==> src/rtl/uart_parity_pkg.sv <==
// Shared types and helpers for the parity UART links.
package uart_parity_pkg;

  localparam int DATA_W_DEF = 8;
  // Widest payload the parity helper accepts; narrower payloads are zero-extended.
  localparam int PAR_MAX_W  = 64;

  typedef enum logic [2:0] {
    TX_IDLE,
    TX_START,
    TX_DATA,
    TX_PARITY,
    TX_STOP
  } tx_state_e;

  typedef enum logic [1:0] {
    RX_IDLE,
    RX_DATA,
    RX_PARITY,
    RX_STOP
  } rx_state_e;

  // Parity bit for a payload: even parity is the XOR of all bits, odd is its inverse.
  // Zero extension does not change the XOR, so callers may pass any width up to PAR_MAX_W.
  function automatic logic parity_bit(input logic [PAR_MAX_W-1:0] d, input logic odd);
    return odd ^ (^d);
  endfunction

endpackage

==> src/rtl/uart_parity_link.sv <==
// One direction of the duplex pair: transmitter FSM, internal serial line, receiver FSM.
// Frame on the line: start(0), DATA_W bits LSB first, parity, stop(1), one bit per clk.
module uart_parity_link
  import uart_parity_pkg::*;
#(
  parameter int DATA_W     = DATA_W_DEF,
  parameter bit PARITY_ODD = 1'b0
) (
  input  logic              clk,
  input  logic              rst,
  input  logic              start,
  input  logic              stop,
  input  logic [DATA_W-1:0] din,
  output logic [DATA_W-1:0] dout,
  output logic              done
);

  localparam int CW = $clog2(DATA_W + 1);

  logic              line;

  tx_state_e         tx_st;
  logic [DATA_W-1:0] tx_sr;
  logic              tx_par;
  logic [CW-1:0]     tx_cnt;

  rx_state_e         rx_st;
  logic [DATA_W-1:0] rx_sr;
  logic              rx_par;
  logic [CW-1:0]     rx_cnt;

  // Transmitter: payload and its parity are captured at launch; line is a registered output.
  always_ff @(posedge clk or negedge rst) begin
    if (!rst) begin
      tx_st  <= TX_IDLE;
      line   <= 1'b1;
      tx_sr  <= '0;
      tx_par <= 1'b0;
      tx_cnt <= '0;
    end else begin
      case (tx_st)
        TX_IDLE: begin
          line <= 1'b1;
          if (!start) begin
            tx_sr  <= din;
            tx_par <= parity_bit(PAR_MAX_W'(din), PARITY_ODD);
            line   <= 1'b0;
            tx_st  <= TX_START;
          end
        end
        TX_START: begin
          line   <= tx_sr[0];
          tx_sr  <= tx_sr >> 1;
          tx_cnt <= CW'(1);
          tx_st  <= TX_DATA;
        end
        TX_DATA: begin
          // tx_cnt counts bits already placed on the line
          if (tx_cnt == CW'(DATA_W)) begin
            line  <= tx_par;
            tx_st <= TX_PARITY;
          end else begin
            line   <= tx_sr[0];
            tx_sr  <= tx_sr >> 1;
            tx_cnt <= tx_cnt + 1'b1;
          end
        end
        TX_PARITY: begin
          line  <= 1'b1;
          tx_st <= TX_STOP;
        end
        TX_STOP: begin
          // stop level is held as long as the host keeps stop low
          line <= 1'b1;
          if (stop) tx_st <= TX_IDLE;
        end
        default: begin
          line  <= 1'b1;
          tx_st <= TX_IDLE;
        end
      endcase
    end
  end

  // Receiver: detects the start bit, shifts data, checks parity and stop, publishes good frames.
  always_ff @(posedge clk or negedge rst) begin
    if (!rst) begin
      rx_st  <= RX_IDLE;
      rx_sr  <= '0;
      rx_par <= 1'b0;
      rx_cnt <= '0;
      dout   <= '0;
      done   <= 1'b0;
    end else begin
      case (rx_st)
        RX_IDLE: begin
          if (!line) begin
            done   <= 1'b0;
            rx_cnt <= '0;
            rx_st  <= RX_DATA;
          end
        end
        RX_DATA: begin
          rx_sr  <= {line, rx_sr[DATA_W-1:1]};
          rx_cnt <= rx_cnt + 1'b1;
          if (rx_cnt == CW'(DATA_W - 1)) rx_st <= RX_PARITY;
        end
        RX_PARITY: begin
          rx_par <= line;
          rx_st  <= RX_STOP;
        end
        RX_STOP: begin
          // a bad frame leaves dout untouched and done low
          if (line && (rx_par == parity_bit(PAR_MAX_W'(rx_sr), PARITY_ODD))) begin
            dout <= rx_sr;
            done <= 1'b1;
          end
          rx_st <= RX_IDLE;
        end
        default: rx_st <= RX_IDLE;
      endcase
    end
  end

endmodule

==> src/rtl/full_duplex_uart_parity.sv <==
// Full-duplex pair of parity UART links: side 1 -> side 2 and side 2 -> side 1.
module full_duplex_uart_parity
  import uart_parity_pkg::*;
#(
  parameter int DATA_W     = DATA_W_DEF,
  parameter bit PARITY_ODD = 1'b0
) (
  input  logic              clk,
  input  logic              rst,
  input  logic              start1,
  input  logic              stop1,
  input  logic              start2,
  input  logic              stop2,
  input  logic [DATA_W-1:0] din1,
  input  logic [DATA_W-1:0] din2,
  output logic [DATA_W-1:0] dout1,
  output logic [DATA_W-1:0] dout2,
  output logic              done1,
  output logic              done2
);

  // Lane i carries the transmit side i+1; its receiver output belongs to the other side.
  localparam int NUM_LANES = 2;

  logic [NUM_LANES-1:0]             start_v;
  logic [NUM_LANES-1:0]             stop_v;
  logic [NUM_LANES-1:0]             done_v;
  logic [NUM_LANES-1:0][DATA_W-1:0] din_v;
  logic [NUM_LANES-1:0][DATA_W-1:0] dout_v;

  assign start_v = {start2, start1};
  assign stop_v  = {stop2, stop1};
  assign din_v   = {din2, din1};

  for (genvar i = 0; i < NUM_LANES; i++) begin : g_link
    uart_parity_link #(
      .DATA_W    (DATA_W),
      .PARITY_ODD(PARITY_ODD)
    ) u_link (
      .clk  (clk),
      .rst  (rst),
      .start(start_v[i]),
      .stop (stop_v[i]),
      .din  (din_v[i]),
      .dout (dout_v[i]),
      .done (done_v[i])
    );
  end

  assign dout2 = dout_v[0];
  assign done2 = done_v[0];
  assign dout1 = dout_v[1];
  assign done1 = done_v[1];

endmodule

==> config.mk <==
export PLATFORM = sky130hd
export DESIGN_NAME = full_duplex_uart_parity
export DESIGN_NICKNAME = d
export VERILOG_FILES = /design/src/rtl/uart_parity_pkg.sv /design/src/rtl/uart_parity_link.sv /design/src/rtl/full_duplex_uart_parity.sv
export SDC_FILE = /design/constraint.sdc
export NUM_CORES = 1
export LEC_CHECK = 0
export BUFFER_PORTS_ARGS = -buffer_cell sky130_fd_sc_hd__buf_2
export CAP_MARGIN = 20
export CELL_PAD_IN_SITES_DETAIL_PLACEMENT = 0
export CELL_PAD_IN_SITES_GLOBAL_PLACEMENT = 1
export CORE_UTILIZATION = 48
export DETAILED_ROUTE_END_ITERATION = 16
export PLACE_DENSITY = 0.88
export SLEW_MARGIN = 20
export SYNTH_ARGS = -nofsm -noshare
export SYNTH_HDL_FRONTEND = slang
export SYNTH_SLANG_ARGS = --single-unit
==> constraint.sdc <==
create_clock -name clk -period 2.4 [get_ports clk]
set_input_delay 0.24 -clock clk [delete_from_list [all_inputs] [get_ports clk]]
set_output_delay 0.24 -clock clk [all_outputs]
set_load 0.01 [all_outputs]
# After elaboration in Yosys (flattened, before gate mapping)
# Cells that the tools add are included.
[classes]
n_addsub = 4
eq_ne = 34
muxes = 40
bitwise_logic = 2
reduce_logical = 34
[op_table]
columns = ["cell", "n"]
rows = [
  ["$reduce_xor A64 Y1", 4],
  ["$pmux W8 S3", 2],
  ["$mux W8", 4],
  ["$pmux W4 S2", 4],
  ["$pmux W3 S5", 2],
  ["$reduce_and A2 Y1", 10],
  ["$mux W3", 6],
  ["$reduce_and A3 Y1", 6],
  ["$add A4 B1 Y4 const B", 4],
  ["$mux W4", 4],
  ["$ne A2 B2 Y1 const B", 8],
  ["$pmux W2 S4", 2],
  ["$eq A3 B2 Y1 const B", 4],
  ["$ne A2 B1 Y1 const B", 6],
  ["$reduce_bool A2 Y1", 6],
  ["$eq A2 B2 Y1 const B", 4],
  ["$eq A4 B3 Y1 const B", 2],
  ["$eq A4 B4 Y1 const B", 2],
  ["$mux W1", 8],
  ["$mux W2", 4],
  ["$eq A3 B1 Y1 const B", 2],
  ["$eq A3 B3 Y1 const B", 2],
  ["$logic_not A3 Y1", 2],
  ["$pmux W1 S3", 2],
  ["other kinds (7)", 14],
]
[totals]
register_bits = 82
in_bits = 22
output_inout_bits = 18
wordCells = 136

# Longest topological paths before layout
# Gate-level depths: netlist (run 1).
[logic_depth]
ltp_word = 5
depth_mapped = 7
ltp_nobuf = 6

# Modules after synthesis
# Synthesis (run 1) repeated with hierarchy kept, for this count alone.
[unflattened]
hier_cells = 331
area_unflattened_um2 = 4057.6
[modules_own_cells]
columns = ["module", "n_inst", "cells_per_inst", "area_each_um2", "seq_area_each_um2"]
rows = [
  ["uart_parity_link (g_link[0].u_link)", 1, 167, 2033.2, 1027.2],
  ["uart_parity_link (g_link[1].u_link)", 1, 164, 2024.4, 1027.2],
]

# Least setup slack after synthesis (run 1)
# OpenSTA, ideal clock, no wires.
[synth_timing]
path_kind = "register to register"
start = "reg g_link[0].u_link.tx_cnt[0]"
end = "reg g_link[0].u_link.tx_sr[0]"
setup_time_ns = 0.125
arrival_time_ns = 1.734
required_time_ns = 2.275
slack_ns = 0.541
stages_incl_launch_ff = 7
n_path_buf = 0
period_less_slack_ns = 1.859
path_cell_list = "dfrtp_1 inv_1 ha_1 nand3b_1 nor4b_1 nor2_2 mux2_2"
[synth_between]
elab_chain_len = 3
[synth_rtl]
columns = ["element", "line_no", "source"]
rows = [
  ["start: declaration", "uart_parity_link.sv:25", "logic [CW-1:0] tx_cnt;"],
  ["start signal: assignment", "uart_parity_link.sv:65", "tx_cnt <= tx_cnt + 1'b1;"],
  ["$eq A4 B4 Y1", "uart_parity_link.sv:59", "if (tx_cnt == CW'(DATA_W)) begin"],
  ["$ne A2 B2 Y1 (no source line)", "--", ""],
  ["$reduce_and A3 Y1 (no source line)", "--", ""],
  ["end signal: assignment", "uart_parity_link.sv:45", "tx_sr <= din;"],
  ["end signal: assignment", "uart_parity_link.sv:53", "tx_sr <= tx_sr >> 1;"],
  ["end signal: assignment", "uart_parity_link.sv:64", "tx_sr <= tx_sr >> 1;"],
  ["end: declaration", "uart_parity_link.sv:23", "logic [DATA_W-1:0] tx_sr;"],
]
# Every way passes these cells.
# A chain may end at the register's enable or synchronous reset.

# Final worst setup path (run 1)
[layout_timing]
start = "reg g_link[1].u_link.rx_sr[2]"
end = "reg g_link[1].u_link.dout[1]"
[layout_between]
elab_chain_len = 4
[layout_rtl]
columns = ["element", "line_no", "source"]
rows = [
  ["start: declaration", "uart_parity_link.sv:28", "logic [DATA_W-1:0] rx_sr;"],
  ["start signal: assignment", "uart_parity_link.sv:104", "rx_sr <= {line, rx_sr[DATA_W-1:1]};"],
  ["$reduce_xor A64 Y1", "uart_parity_pkg.sv:26", "return odd ^ (^d);"],
  ["$eq A1 B1 Y1", "uart_parity_link.sv:114", "if (line && (rx_par == parity_bit(PAR_MAX_W'(rx_sr), PARITY_ODD))) begin"],
  ["$logic_and A1 B1 Y1", "uart_parity_link.sv:114", ""],
  ["$reduce_and A2 Y1 (no source line)", "--", ""],
  ["end signal: assignment", "uart_parity_link.sv:115", "dout <= rx_sr;"],
  ["end: declaration", "uart_parity_link.sv:14", "output logic [DATA_W-1:0] dout,"],
]
# Every way passes these cells.

==> summary.txt, run 1 <==
STA
  • Min cycle time layout: 1950 ps
  • Clock skew: 11.4 ps
  • RSZ-0062 raised after global routing: no
  • # setup viols final: 0
  • Final hold vios: 0
  • Max Fclk: 513 MHz
  • Crit share post-route: 81.2%
  • Worst-Margin Slew: 640 ps
  • Final setup TNS: 0 ps
  • Max Slew Vio Count: 0
  • Rel. slew slack: 57.3%

Cells and area
  • Most frequent cells in the layout: dfrtp_1, mux2_2, buf_2
  • Syn-to-layout area delta: 13.4%
  • Share of post-route cells with drive strength above 1: 34.9%
  • Most common cell after layout, fill and taps aside: dfrtp_1
  • # diodes: 0
  • Finished Layout Cells: 498
  • Layout net count: 426
  • Final Core Density: 56.7%

Yosys
  • Count of state elements after synthesis: 82
  • Library cells used by synthesis: 40
  • Syn Nets: 379
  • Gate Count Post-Synth: 341
  • Synth Warn #: 0
  • Mean area per synthesized cell: 12.1 um2
  • Seq/Total Area, Yosys: 49.7%
  • Mapped Area: 4130 um2

Min path
  • Hold_sp: stop1
  • Worst hold path depth: 3
  • Hold Crit Class: in2reg

Worst setup path
  • Worst-path cell chain: xor2_1 > xnor3_1 > mux2i_4 > mux2_2
  • Critical path class: reg2reg
  • Worst-path maximum fanout: 9
  • CP max stage delay: 440 ps
  • Crit path capture type: flop
  • Worst setup SP type: flop
  • R2R setup slack: 450 ps
  • R2R Path Start: g_link[1].u_link.rx_sr[2]
  • R2R cell count: 4
  • Critical-path cell with the highest stage delay: xnor3_1
  • CP Data Required Time: 2640 ps
  • WP data arrival: 2190 ps
  • Worst setup startpoint: g_link[1].u_link.rx_sr[2]

Clock network
  • CTS resizes: 0
  • CTS tree: done
  • Post-CTS Setup Inserts: 0
  • Sink Count: 82
  • Clock Pin Slew Worst Setup and Hold Paths: 90 ps
  • CTS max path bufs: 2
  • H-tree Lvls: 3
  • CTS Buf Count: 9
  • Worst skew pair latency: 350 ps
  • CTS root buffer: clkbuf_8

Global routing
  • All-Layer GR Usage: 17.7%
  • Total grt overflow: 0
  • Initial antenna violation count: 0
  • Number of global-route vias before repair: 2666
  • First-pass GRT wire length: 12.3 mm
  • Largest net degree at the start of global routing: 50

Job
  • Max_cap viols: 0

Floorplanning
  • Initial Utilization: 50.0%
  • Full die area: 8980 um2
  • Core area: 8260 um2
  • FP Rows: 33
  • Chip width: 94.8 um
  • Die height: 94.8 um
  • # IOs: 40

Drt
  • Wire per inst: 14.1 um
  • Initial drt markers: 92
  • DRT antenna net count: 0
  • DR pass1 iterations: 4
  • Routed WL: 7.02 mm
  • DRC viols: 0
  • Vias per cell: 5.32
  • Vias: 2648

Placed design
  • Buffers added on ports: 39
  • Gpl congestion: 0.766
  • Placed cell count: 481
  • Hpwl dp: 5.04 mm

Power and ir drop
  • LEAKAGE: 2.15 nW
  • PwrDens: 1460 nW/um2
  • Worst IR drop on VDD: 0.679 mV
  • Power Total: 6.86 mW

Outcome
  • Status: finished clean
[critical path: cells and delay by family (launching register included)]
family / cells / cell delay [ps]
DFF: 1 / 420
xor gates and xnor gates: 2 / 610
muxes: 2 / 810
[cell type report]
type / instances / area, um2
Clock buffer: 9 / 124
Clock inverter: 7 / 67.6
Fill cell: 699 / 3580
Inverter: 17 / 63.8
Multi-Input combinational cell: 230 / 1960
Sequential cell: 82 / 2050
Tap cell: 105 / 131
Timing Repair Buffer: 48 / 280
[per-stage QoR]
step	hold slack, ps	setup slack, ps	instance area [um2]
3_3_place_gp	306	499	4480
3_5_place_dp	314	440	4480
4_1_cts	133	430	4680
5_1_grt	146	339	4680
6_report	147	451	4680
2_1_floorplan	-55.6	541	4130
[sequential cells by signal, summed over array words and instances, names as in the netlist]
name,flops
g_link.u_link.dout,16
g_link.u_link.rx_sr,16
g_link.u_link.tx_sr,16
g_link.u_link.rx_cnt,8
g_link.u_link.tx_cnt,8
g_link.u_link.tx_st,6
g_link.u_link.rx_st,4
g_link.u_link.done,2
g_link.u_link.line,2
g_link.u_link.rx_par,2
g_link.u_link.tx_par,2
[cells in the mapped netlist, drive strengths merged]
cell type,number,area (um2)
dfrtp,80,2000
mux2,64,721
o21ai,24,120
xnor2,21,184
inv,17,63.8
ha,16,200
nor2,14,57.6
nand2,12,45.0
a21oi,9,45.0
clkbuf,8,30.0
nand3,8,40.0
o31ai,8,60.1
nand3b,6,45.0
nand4,5,31.3
nor4,5,31.3
xor2,5,43.8
buf,4,21.3
mux2i,4,65.1
xnor3,4,90.1
and3,3,18.8
nor2b,3,18.8
nor3,3,15.0
a21boi,2,15.0
and2,2,12.5
dfstp,2,52.6
or2,2,12.5
a221o,1,10.0
a22o,1,8.76
a31o,1,8.76
a32o,1,10.0
a32oi,1,8.76
a41oi,1,8.76
nor3b,1,7.51
nor4b,1,8.76
o211ai,1,7.51
or4b,1,10.0
[what timing repair did]
item	CTS	global route
hold buffers	1	0
endpoints found under the setup margin	0	0
endpoints found under the hold margin	45	0
[cell families after synthesis]
group	share of synthesized area, %
XOR/XNOR	7.69
multiplexers	19.0
adder cells (fa/ha/maj)	4.85
flip-flops	49.7
buffers and inverters	2.79
AND/OR/NAND/NOR	8.57
AO/OA/AOI/OAI	7.33
[report_power, final]
part	leakage (nW)	switching, mW	internal [mW]
sequential	1.01	0.589	2.06
clock	0.103	0.504	0.479
combinational	1.03	1.39	1.83
[metal layers]
metal	global-route usage [%]	wire length, um	vias to the layer above
met4	7.83	112	0
li1	-	-	1298
met1	22.9	3290	1295
met2	29.3	3420	45
met3	2.90	194	10
met5	0	0	-
[worst paths after layout]
| path | end |
|---|---|
| worst max register to register | g_link[1].u_link.dout[1] |
| max in group asynchronous | g_link[1].u_link.tx_sr[5] |
| worst min register to register | g_link[0].u_link.dout[3] |
| worst min-delay path | g_link[0].u_link.tx_st[2] |
| worst max-delay path | g_link[1].u_link.dout[1] |
| min in group asynchronous | g_link[1].u_link.dout[0] |
Power figures use the tool's default switching activity.
==> run 2: changes to the inputs <==
--- a/config.mk
+++ b/config.mk
@@ -9,9 +9,9 @@
 export CAP_MARGIN = 20
 export CELL_PAD_IN_SITES_DETAIL_PLACEMENT = 0
 export CELL_PAD_IN_SITES_GLOBAL_PLACEMENT = 1
-export CORE_UTILIZATION = 48
+export CORE_UTILIZATION = 43
 export DETAILED_ROUTE_END_ITERATION = 16
-export PLACE_DENSITY = 0.88
+export PLACE_DENSITY = 0.83
 export SLEW_MARGIN = 20
 export SYNTH_ARGS = -nofsm -noshare
 export SYNTH_HDL_FRONTEND = slang
==> constraint.sdc (replaced) <==
create_clock -name clk -period 1.6 [get_ports clk]
set_input_delay 0.16 -clock clk [delete_from_list [all_inputs] [get_ports clk]]
set_output_delay 0.16 -clock clk [all_outputs]
set_load 0.01 [all_outputs]
==> run 2 against run 1 <==
Effect of this change: the run now ends with negative setup slack left; design area rose by 16%; non-clock buffer count rose by 58; final cell count rose by 16%; clock skew fell by 2.8 ps; sequential share of layout area fell by 5.9 points; die area rose by 11%; maximum frequency rose by 4.1%; first-iteration DRC count fell by 13%.
==> summary.txt, run 2 (synthesis gave the netlist of run 1 again) <==
Outcome
  • Status: complete, but fails checks
  • Failing checks: negative setup slack

Global routing
  • First-pass GRT wire length: 13.3 mm
  • Largest net degree at the start of global routing: 31
  • Number of global-route vias before repair: 2882
  • GR Layer Usage met2: 29.1%
  • Initial antenna violation count: 0
  • All-Layer GR Usage: 16.9%
  • Total grt overflow: 0
  • Most Crowded Layer GR: met2
  • Met3 usage: 3.55%
  • Met1 GRT Util: 20.7%

Drt
  • DR pass1 iterations: 4
  • Vias per cell: 4.93
  • Initial drt markers: 80
  • DRT antenna net count: 0
  • Wire per inst: 13.3 um
  • Routed WL: 7.74 mm
  • Vias: 2861
  • DRC viols: 0

Clock network
  • CTS Buf Count: 9
  • CTS tree: done
  • CTS root buffer: clkbuf_8
  • Sink Count: 82
  • Worst skew pair latency: 360 ps
  • H-tree Lvls: 3
  • CTS max path bufs: 2
  • Clock Pin Slew Worst Setup and Hold Paths: 90 ps

STA
  • Max Slew Vio Count: 0
  • # setup viols final: 23
  • Clock skew: 8.61 ps
  • Rel. slew slack: 67.5%
  • Worst-Margin Slew: 483 ps
  • RSZ-0062 raised after global routing: yes
  • Final setup TNS: -4320 ps
  • Setup ws final: -273 ps
  • Final hold vios: 0
  • Crit share post-route: 117%
  • Max Fclk: 534 MHz
  • Min cycle time layout: 1870 ps

Floorplanning
  • Core area: 9280 um2
  • Die height: 100 um
  • Chip width: 100 um
  • Initial Utilization: 44.5%
  • FP Rows: 35
  • Full die area: 10000 um2
  • # IOs: 40

Worst setup path
  • Crit path capture type: flop
  • Critical path class: reg2reg
  • Worst-path maximum fanout: 5
  • CP Data Required Time: 1850 ps
  • Worst-path cell chain: xnor2_2 > xnor3_2 > mux2i_4 > buf_6 > mux2_4
  • CP max stage delay: 480 ps
  • WP data arrival: 2120 ps
  • Critical-path cell with the highest stage delay: xnor3_2
  • Worst setup SP type: flop

Placed design
  • Placed cell count: 552
  • Buffers added on ports: 39
  • Gpl congestion: 0.766
  • Worst slack, placed: -304 ps
  • Hpwl dp: 5.47 mm

Cells and area
  • Most common cell after layout, fill and taps aside: dfrtp_1
  • # diodes: 0
  • Share of post-route cells with drive strength above 1: 48.6%
  • Most frequent cells in the layout: dfrtp_1, buf_4, mux2_2
  • Syn-to-layout area delta: 31.3%
  • Layout net count: 484
  • Finished Layout Cells: 580
  • Largest registers: g_link.u_link.dout: 16 flops, g_link.u_link.rx_sr: 16 flops, g_link.u_link.tx_sr: 16 flops

Job
  • Max_cap viols: 0

Power and ir drop
  • PwrDens: 2260 nW/um2
  • Worst IR drop on VDD: 1.04 mV
  • LEAKAGE: 2.55 nW

Min path
  • Hold Crit Class: in2reg
-- run 2: changes by cell type in the layout (fill, tap and decap cells not counted), moves of 4 or more --
| cell | previous run | this run |
|---|---|---|
| buf_4 | 8 | 57 |
| inv_2 | 0 | 4 |
| mux2_2 | 64 | 42 |
| clkinv_2 | 4 | 0 |
| mux2_4 | 0 | 22 |
| buf_12 | 1 | 5 |
| inv_1 | 17 | 13 |
| buf_6 | 0 | 5 |
-- run 2: final timing paths --
path,from,end,slack (ps),cells after the start
max reg2reg,g_link[1].u_link.rx_sr[6],g_link[1].u_link.dout[6],-270,5
min in group asynchronous,rst,g_link[1].u_link.dout[7],250,2
max,g_link[1].u_link.rx_sr[6],g_link[1].u_link.dout[6],-270,5
min,stop1,g_link[0].u_link.tx_st[2],40,3
max in group asynchronous,rst,g_link[1].u_link.line,800,3
min reg2reg,g_link[0].u_link.tx_sr[7],g_link[0].u_link.tx_sr[7],510,2
-- run 2: repair_timing --
item / 4_1_cts / 5_1_grt
hold buffers: 1 / 0
endpoints found under the setup margin: 33 / 38
endpoints found under the hold margin: 23 / 0
pin swaps: 5 / 5
setup buffers: 3 / 9
resized for setup: 23 / 27
-- run 2: where the power goes --
| part | total (mW) | switching [mW] | internal (mW) | leakage [nW] |
|---|---|---|---|---|
| clock network | 1.41 | 0.792 | 0.622 | 0.0859 |
| logic | 7.05 | 2.83 | 4.22 | 1.46 |
| registers | 3.80 | 0.703 | 3.10 | 1.01 |
-- run 2: per-stage QoR --
step	util, %	area, um2	hold slack (ps)	total power [mW]
6_report	58.4	5420	44.2	12.3
5_1_grt	58.4	5420	45.7	13.2
4_1_cts	56.7	5260	29.2	11.8
3_5_place_dp	53.6	4980	98.1	10.1
3_3_place_gp	53.6	4980	91.8	9.83
2_1_floorplan	-	4200	-136	7.98
-- run 2: cell type report --
cell class                 instances  area (um2)
inverter                          17        63.8
tap                              129         161
sequential                        82        2060
timing repair buffer             106         785
clock buffer                      10         138
clock inverter                     6        48.8
multi-input combinational        230        2170
fill                             786        3860
-- run 2: worst max-delay path: cells and delay by family (launching register included) --
kind                      cells  cell delay (ps)
xor gates and xnor gates      2              660
buffers and inverters         1              160
DFF                           1              420
muxes                         2              520
-- run 2: per-layer routing --
layer	wire, um	vias up
li1	-	1419
met2	3880	43
met3	193	13
met5	0	-
met4	173	0
met1	3490	1386
